$ cat src/rtl/raster_fill_sequencer.sv
// Triangle raster-fill sequencer: clears the frame, then sweeps one triangle at a time and owns pixel write port A.
// Optional bounding-box culling is enabled with `define RASTER_FILL_BBOX_CULL_EN.
module raster_fill_sequencer #(
  parameter int FRAME_WIDTH  = 512,
  parameter int FRAME_HEIGHT = 384,
  parameter int ADDR_BITS    = 18,
  parameter int COLOR_WIDTH  = 16,
  parameter int FILL_LATENCY = 3
) (
  input  logic                   clk,
  input  logic                   rst,
  input  logic                   frame_start,
  input  logic [COLOR_WIDTH-1:0] clear_color,
  input  logic                   tri_valid,
  input  logic [COLOR_WIDTH-1:0] tri_color,
  output logic                   tri_ready,
  output logic                   tri_load,
  output logic [15:0]            hcount,
  output logic [15:0]            vcount,
  input  logic                   is_within,
  output logic                   pix_we,
  output logic [ADDR_BITS-1:0]   pix_addr,
  output logic [COLOR_WIDTH-1:0] pix_din,
  output logic                   busy,
  output logic                   tri_done,
`ifdef RASTER_FILL_BBOX_CULL_EN
  input  logic [15:0]            bbox_min_x,
  input  logic [15:0]            bbox_min_y,
  input  logic [15:0]            bbox_max_x,
  input  logic [15:0]            bbox_max_y,
`endif
  output logic [15:0]            tri_count
);

  typedef enum logic [2:0] {IDLE, CLEAR, LOAD, SWEEP, DRAIN} state_t;

  localparam int unsigned          NPIX      = FRAME_WIDTH * FRAME_HEIGHT;
  localparam logic [ADDR_BITS-1:0] LAST_ADDR = ADDR_BITS'(NPIX - 1);
  localparam logic [15:0]          X_MAX     = 16'(FRAME_WIDTH - 1);
  localparam logic [15:0]          Y_MAX     = 16'(FRAME_HEIGHT - 1);
  localparam int                   DW        = (FILL_LATENCY > 1) ? $clog2(FILL_LATENCY) : 1;

  state_t                 state_q;
  logic                   clear_pending_q;
  logic [COLOR_WIDTH-1:0] clear_color_q;
  logic [COLOR_WIDTH-1:0] tri_color_q;
  logic [ADDR_BITS-1:0]   clr_cnt_q;
  logic [15:0]            hcount_q;
  logic [15:0]            vcount_q;
  logic [DW-1:0]          drain_q;
  logic                   tri_ready_q;
  logic                   tri_load_q;
  logic                   tri_done_q;
  logic [15:0]            tri_count_q;

  logic                   accept;
  logic [15:0]            x_lo, x_hi, y_lo, y_hi;
  logic                   box_empty;

  assign accept = (state_q == IDLE) && !clear_pending_q && !frame_start && tri_valid && tri_ready_q;

`ifdef RASTER_FILL_BBOX_CULL_EN
  logic [15:0] x_lo_q, x_hi_q, y_lo_q, y_hi_q;

  function automatic logic [15:0] clamp(input logic [15:0] v, input logic [15:0] m);
    return (v > m) ? m : v;
  endfunction

  always_ff @(posedge clk) begin
    if (rst) begin
      x_lo_q <= '0;
      x_hi_q <= '0;
      y_lo_q <= '0;
      y_hi_q <= '0;
    end else if (accept) begin
      x_lo_q <= clamp(bbox_min_x, X_MAX);
      x_hi_q <= clamp(bbox_max_x, X_MAX);
      y_lo_q <= clamp(bbox_min_y, Y_MAX);
      y_hi_q <= clamp(bbox_max_y, Y_MAX);
    end
  end

  assign x_lo      = x_lo_q;
  assign x_hi      = x_hi_q;
  assign y_lo      = y_lo_q;
  assign y_hi      = y_hi_q;
  assign box_empty = (x_lo_q > x_hi_q) || (y_lo_q > y_hi_q);
`else
  assign x_lo      = 16'd0;
  assign x_hi      = X_MAX;
  assign y_lo      = 16'd0;
  assign y_hi      = Y_MAX;
  assign box_empty = 1'b0;
`endif

  // Tag pipe: stage FILL_LATENCY-1 lines up with is_within for the same coordinate.
  logic                 tag_in_v;
  logic [ADDR_BITS-1:0] tag_in_a;
  logic                 tag_v_q [FILL_LATENCY];
  logic [ADDR_BITS-1:0] tag_a_q [FILL_LATENCY];

  assign tag_in_v = (state_q == SWEEP);
  assign tag_in_a = ADDR_BITS'(vcount_q) * ADDR_BITS'(FRAME_WIDTH) + ADDR_BITS'(hcount_q);

  for (genvar gi = 0; gi < FILL_LATENCY; gi++) begin : g_tag
    always_ff @(posedge clk) begin
      if (rst) begin
        tag_v_q[gi] <= 1'b0;
        tag_a_q[gi] <= '0;
      end else if (gi == 0) begin
        tag_v_q[gi] <= tag_in_v;
        tag_a_q[gi] <= tag_in_a;
      end else begin
        tag_v_q[gi] <= tag_v_q[(gi > 0) ? gi - 1 : 0];
        tag_a_q[gi] <= tag_a_q[(gi > 0) ? gi - 1 : 0];
      end
    end
  end

  always_ff @(posedge clk) begin
    if (rst) begin
      state_q         <= IDLE;
      clear_pending_q <= 1'b0;
      clear_color_q   <= '0;
      tri_color_q     <= '0;
      clr_cnt_q       <= '0;
      hcount_q        <= '0;
      vcount_q        <= '0;
      drain_q         <= '0;
      tri_ready_q     <= 1'b0;
      tri_load_q      <= 1'b0;
      tri_done_q      <= 1'b0;
      tri_count_q     <= '0;
    end else begin
      tri_load_q      <= 1'b0;
      tri_done_q      <= 1'b0;
      clear_pending_q <= clear_pending_q | frame_start;
      case (state_q)
        IDLE: begin
          if (clear_pending_q || frame_start) begin
            state_q         <= CLEAR;
            clear_pending_q <= 1'b0;
            clear_color_q   <= clear_color;
            clr_cnt_q       <= '0;
            tri_ready_q     <= 1'b0;
          end else if (accept) begin
            state_q     <= LOAD;
            tri_color_q <= tri_color;
            tri_load_q  <= 1'b1;
            tri_ready_q <= 1'b0;
          end else begin
            tri_ready_q <= 1'b1;
          end
        end
        CLEAR: begin
          clr_cnt_q <= clr_cnt_q + 1'b1;
          if (clr_cnt_q == LAST_ADDR) begin
            state_q     <= IDLE;
            tri_count_q <= '0;
            tri_ready_q <= !(clear_pending_q || frame_start);
          end
        end
        LOAD: begin
          if (box_empty) begin
            state_q    <= DRAIN;
            drain_q    <= '0;
            tri_done_q <= (FILL_LATENCY == 1);
          end else begin
            state_q  <= SWEEP;
            hcount_q <= x_lo;
            vcount_q <= y_lo;
          end
        end
        SWEEP: begin
          if (hcount_q == x_hi) begin
            if (vcount_q == y_hi) begin
              state_q    <= DRAIN;
              drain_q    <= '0;
              hcount_q   <= '0;
              vcount_q   <= '0;
              tri_done_q <= (FILL_LATENCY == 1);
            end else begin
              hcount_q <= x_lo;
              vcount_q <= vcount_q + 16'd1;
            end
          end else begin
            hcount_q <= hcount_q + 16'd1;
          end
        end
        DRAIN: begin
          if (drain_q == DW'(FILL_LATENCY - 1)) begin
            tri_count_q <= tri_count_q + 16'd1;
            // A clear requested during the sweep starts straight away.
            if (clear_pending_q || frame_start) begin
              state_q         <= CLEAR;
              clear_pending_q <= 1'b0;
              clear_color_q   <= clear_color;
              clr_cnt_q       <= '0;
            end else begin
              state_q     <= IDLE;
              tri_ready_q <= 1'b1;
            end
          end else begin
            drain_q    <= drain_q + 1'b1;
            tri_done_q <= (FILL_LATENCY > 1) && (drain_q == DW'(FILL_LATENCY - 2));
          end
        end
        default: state_q <= IDLE;
      endcase
    end
  end

  logic clearing, wr_hit;
  assign clearing = (state_q == CLEAR);
  assign wr_hit   = tag_v_q[FILL_LATENCY-1] & is_within;

  assign pix_we    = clearing | wr_hit;
  assign pix_addr  = clearing ? clr_cnt_q : (wr_hit ? tag_a_q[FILL_LATENCY-1] : '0);
  assign pix_din   = clearing ? clear_color_q : (wr_hit ? tri_color_q : '0);
  assign tri_ready = tri_ready_q;
  assign tri_load  = tri_load_q;
  assign tri_done  = tri_done_q;
  assign tri_count = tri_count_q;
  assign hcount    = hcount_q;
  assign vcount    = vcount_q;
  assign busy      = (state_q != IDLE) | clear_pending_q;

endmodule

$ cat config.mk
export PLATFORM = sky130hd
export DESIGN_NAME = raster_fill_sequencer
export DESIGN_NICKNAME = d
export VERILOG_FILES = /design/src/rtl/raster_fill_sequencer.sv
export SDC_FILE = /design/constraint.sdc
export NUM_CORES = 1
export LEC_CHECK = 0
export ABC_AREA = 1
export CORE_MARGIN = 4
export CORE_UTILIZATION = 54
export DETAILED_ROUTE_END_ITERATION = 12
export PLACE_DENSITY = 0.81
export SKIP_CTS_REPAIR_TIMING = 1
export SLEW_MARGIN = 20
export SYNTH_ARGS = -nofsm -noshare
export SYNTH_HDL_FRONTEND = slang
export SYNTH_SLANG_ARGS = --single-unit
$ cat constraint.sdc
create_clock -name clk -period 2.15 [get_ports clk]
set_input_delay 0.43 -clock clk [delete_from_list [all_inputs] [get_ports clk]]
set_output_delay 0.43 -clock clk [all_outputs]
set_load 0.02 [all_outputs]
# --- Word level (Yosys, flattened, before mapping) ---
# Memory sizes are Yosys's and may differ from the RTL's.
# Cells that the tools add are included.
totals:
  reg_bits: 107
  ramBits: 57
  out_inout_bits: 87
  memories: 2
op_classes:
  addsub: 6
  eq_ne: 16
  muxes: 49
  n_bitwise: 13
  reduce_logical: 25
memory_table:
  columns: ["name", "words", "width", "read_ports", "rd_clocked_by_memory_dff", "wr", "line", "text"]
  rows:
  - ["tag_a_q", 3, 18, 3, 0, 3, "100", "logic [ADDR_BITS-1:0] tag_a_q [FILL_LATENCY];"]
  - ["tag_v_q", 3, 1, 3, 0, 3, "99", "logic tag_v_q [FILL_LATENCY];"]
ops:
  columns: ["cell", "count"]
  rows:
  - ["$mux W16", 9]
  - ["$pmux W16 S2", 4]
  - ["$mux W18", 7]
  - ["$pmux W18 S3", 1]
  - ["$add A16 B1 Y16 const B", 3]
  - ["$eq A16 B9 Y1 const B", 2]
  - ["$add A18 B1 Y18 const B", 1]
  - ["$add A18 B16 Y18", 1]
  - ["$eq A18 B18 Y1 const B", 1]
  - ["$mux W3", 6]
  - ["$mux W1", 15]
  - ["$pmux W3 S5", 1]
  - ["$or A1 B1 Y1", 9]
  - ["$reduce_and A4 Y1", 2]
  - ["$reduce_bool A2 Y1", 4]
  - ["$eq A3 B2 Y1 const B", 2]
  - ["$mux W2", 3]
  - ["$ne A2 B1 Y1 const B", 3]
  - ["$ne A2 B2 Y1 const B", 3]
  - ["$reduce_and A2 Y1", 3]
  - ["$reduce_and A3 Y1", 2]
  - ["$reduce_bool A3 Y1", 2]
  - ["$reduce_or A3 Y1", 2]
  - ["$reduce_and A5 Y1", 1]
  - ["other kinds (15)", 22]

# --- Depth between registers and ports, before layout ---
# Gate-level depths: netlist of the first run.
logic_depth:
  ltp_word: 8
  depth_mapped: 12
  depth_no_buf: 12

# --- Least setup slack after synthesis of the first run ---
# OpenSTA, ideal clock, no wires.
synth_path:
  path_type: "reg2out"
  startpoint: "register state_q[2]"
  endpoint: "output port pix_addr[10]"
  t_arrival_ns: 1.517
  slack_ns: 0.203
  stages_incl_launch_ff: 6
  path_buffers: 2
  path_cell_list: "dfxtp_1 nor2_1 nand2_1 clkbuf_1 clkbuf_1 o21ai_0"
synth_between:
  elab_chain_len: 2
synth_rtl:
  columns: ["item", "line", "text"]
  rows:
  - ["start: declaration", "43", "state_t state_q;"]
  - ["start signal: assignment", "122", "state_q <= IDLE;"]
  - ["start signal: assignment", "141", "state_q <= CLEAR;"]
  - ["start signal: assignment", "147", "state_q <= LOAD;"]
  - ["$eq A3 B1 Y1", "214", "assign clearing = (state_q == CLEAR);"]
  - ["$mux W18", "218", "assign pix_addr = clearing ? clr_cnt_q : (wr_hit ? tag_a_q[FILL_LATENCY-1] : '0);"]
  - ["end: declaration", "22", "output logic [ADDR_BITS-1:0] pix_addr,"]
# No other way between the ends.

# --- Final worst setup path of the first run ---
layout_path:
  startpoint: "register hcount_q[10] (netlist: hcount[10])"
  endpoint: "output port hcount[10]"
layout_rtl:
  columns: ["item", "line", "text"]
  rows:
  - ["start: declaration", "48", "logic [15:0] hcount_q;"]
  - ["start signal: assignment", "170", "hcount_q <= x_lo;"]
  - ["start signal: assignment", "183", "hcount_q <= x_lo;"]
  - ["start signal: assignment", "187", "hcount_q <= hcount_q + 16'd1;"]
  - ["end: declaration", "18", "output logic [15:0] hcount,"]
# No word-level cell between the ends.

==> results of run 1 <==
## placed cells by master, fill, tap and decap left out, drive strengths merged, types with 2 or more instances in the layout
cell | netlist | routed
xor2 | 5 | 5
clkbuf | 19 | 46
inv | 135 | 139
buf | 25 | 41
or2 | 3 | 3
o211ai | 2 | 2
dlymetal6s2s | 0 | 3
ha | 13 | 13
clkdlybuf4s50 | 0 | 86
nor2 | 223 | 223
dfxtp | 164 | 164
o21a | 3 | 3
nor3 | 26 | 26
clkinv | 2 | 5
nand3 | 81 | 81
a21oi | 54 | 54
clkinvlp | 0 | 4
nand2 | 220 | 220
nand3b | 2 | 2
nand4 | 15 | 15
xnor2 | 2 | 2
a31oi | 4 | 4
o21bai | 4 | 4
o21ai | 91 | 91
a22oi | 2 | 2
## path summary, 6_finish.rpt
kind                     to  slack [ns]  cells after the start            from
min reg2reg  tag_a_q[2][17]        0.40                      2  tag_a_q[1][17]
max              hcount[10]        0.07                      2      hcount[10]
max reg2reg      hcount[14]        0.24                      9       hcount[1]
min              state_q[2]        0.36                      2             rst
## critical path: stages, from the launching register on
cell	delay [ns]
dfxtp_1	0.44
buf_4	0.18
clkdlybuf4s50_1	0.60
## layer usage
metal / track usage, % / routed length [µm] / up-vias
met2: 37.4 / 8630 / 233
met5: 0 / 0 / -
met1: 31.6 / 8660 / 3256
met4: 9.15 / 454 / 0
li1: - / - / 3764
met3: 5.26 / 1140 / 43
## sequential cells by signal, summed over array words and instances (netlist names), 2 cells and up
| register | flops |
|---|---|
| state_q | 3 |
| drain_q | 2 |
| tag_v_q | 3 |
| vcount | 16 |
| clr_cnt_q | 18 |
| clear_color_q | 16 |
| tri_color_q | 16 |
| hcount | 16 |
| tag_a_q | 54 |
| tri_count | 16 |
## power breakdown
| part | total, mW | internal, mW | switching, mW |
|---|---|---|---|
| sequential | 3.42 | 3.27 | 0.146 |
| clock | 2.90 | 1.65 | 1.25 |
| combinational | 2.38 | 0.856 | 1.52 |
| total | 8.69 | 5.77 | 2.92 |
## logic make-up (layout without fill, tap and decap cells)
logic type	Yosys count	after routing
simple gates	572	572
buf+inv	181	325
compound gates	165	165
flops	164	164
fa+ha+maj	14	14
xor+xnor	7	7
## final cells by class
type / count / area (µm²)
clock inverters: 12 / 124
multi-input cells: 758 / 3610
inverters: 137 / 517
flip-flops and latches: 164 / 3290
well taps: 180 / 225
fillers: 1190 / 4240
clock buffers: 20 / 447
repair buffers: 156 / 1370
==> impl_metrics.yaml, run 1 <==
synth:
  ys_seq_elements: 164
  synth_cell_types: 48
  muxShareOfSynthArea_pct: 0
  synth_largest_area_cell: "dfxtp_1"
  ys_seq_area_share_pct: 43.2
  synth_area_per_cell_um2: 6.90
  synth-adder-area-share_pct: 2.40
  synth_compound_area_share_pct: 11.9
  synth-xor-area-share_pct: 0.806
  yosys.cell_count.top_type: "nor2_1"
  synth_ff_type: "dfxtp_1"
  synth_edf_count: 0
  syn_area_um2: 7610
  synth_top_family_by_area: "simple AND/OR/NAND/NOR gates"
  synthTopCellsByArea: "dfxtp_1 43%, nor2_1 11%, nand2_1 11%"
  postSynthCellCount: 1103
  syn_nets: 1154
  yosys_warnings: 0
  netlist_top_cells_count: "220 x nor2_1, 213 x nand2_1, 164 x dfxtp_1"
  async_flop_share_pct: 0
  synth_top_area_share_pct: 43.2
  yosys.area_share.simple_pct: 32.0
run:
  cap_violations: 0
sta:
  finalSetupTns_ns: 0
  fmax_mhz: 481
  grt_setup_unrepaired: "false"
  final_max_slew_viol_count: 0
  holdWs_ns: 0.357
  setup_slack_ns: 0.0707
  slew_headroom_pct: 65.8
  setup_viol: 0
  finalCritPeriodShare_pct: 96.7
  finClkSkew_ns: 0.00802
  fin_crit_ns: 2.08
  hold_viol: 0
  worst_pin_slew_ns: 0.512
placement:
  port_buffers: 123
  globalplace.congestion: 0.937
  dp_slack_ns: -0.310
  dp_cells: 1394
  placed_cell_area_um2: 9110
  hpwl_um: 13500
detailed_routing:
  vias_per_cell: 5.11
  drt_iter0_markers: 501
  drcViolationCount: 0
  totalWireLength_um: 18900
  wl_per_cell_um: 13.2
  vias: 7296
  firstDrtPassIters: 5
  final_antenna_net_count: 0
global_routing:
  grt_usage_pct: 23.6
  grt_pass1_wl_um: 31500
  grt.overflow.total: 0
  grt_pass1_vias: 6764
  grt_max_degree: 64
  antenna_found_initial: 0
floorplan:
  dieArea_um2: 16000
  start_util_pct: 55.0
  core_area_um2: 13800
  fp.dieW_um: 127
  ios: 124
  die_h_um: 127
  row_count: 43
status:
  status: "finished clean"
power:
  p_total_mw: 8.69
  p_leak_nw: 3.99
  ir_drop_uv: 779
  pwr_density_cell_nw_per_um2: 907
setup_path:
  cp.arrival_ns: 1.65
  path_max_fanout: 5
  startpoint_type: "flop"
  cp_data_required_time_ns: 1.72
  crit_type: "reg2out"
  cp-end-kind: "primary output"
clock_network:
  clkTransAtPathRegs_ns: 0.07
  cts_max_path_buffers: 2
  root_buffer: "clkbuf_16"
  h-tree-depth: 4
  cts_tree: "yes"
  clock_sink_count: 164
  cts_made_buffers: 17
  clk_latency_ns: 0.43
final_layout:
  nets: 1285
  drive_gt1_share_pct: 10.6
  stdcell_count: 1427
  synthToLayoutAreaGrowth_pct: 26.0
  diodes: 0
  fin_area_um2: 9590
  post-route-util_pct: 69.3
min_path:
  hold_path_class: "in2reg"
Power figures use the tool's default switching activity.
==> run 2, diff against run 1 <==
--- a/config.mk
+++ b/config.mk
@@ -11,7 +11,6 @@
 export DETAILED_ROUTE_END_ITERATION = 12
 export PLACE_DENSITY = 0.81
 export SKIP_CTS_REPAIR_TIMING = 1
-export SLEW_MARGIN = 20
 export SYNTH_ARGS = -nofsm -noshare
 export SYNTH_HDL_FRONTEND = slang
 export SYNTH_SLANG_ARGS = --single-unit
==> results of run 2 <==
Same layout as run 1: the final DEF is identical, and so are final timing and power.
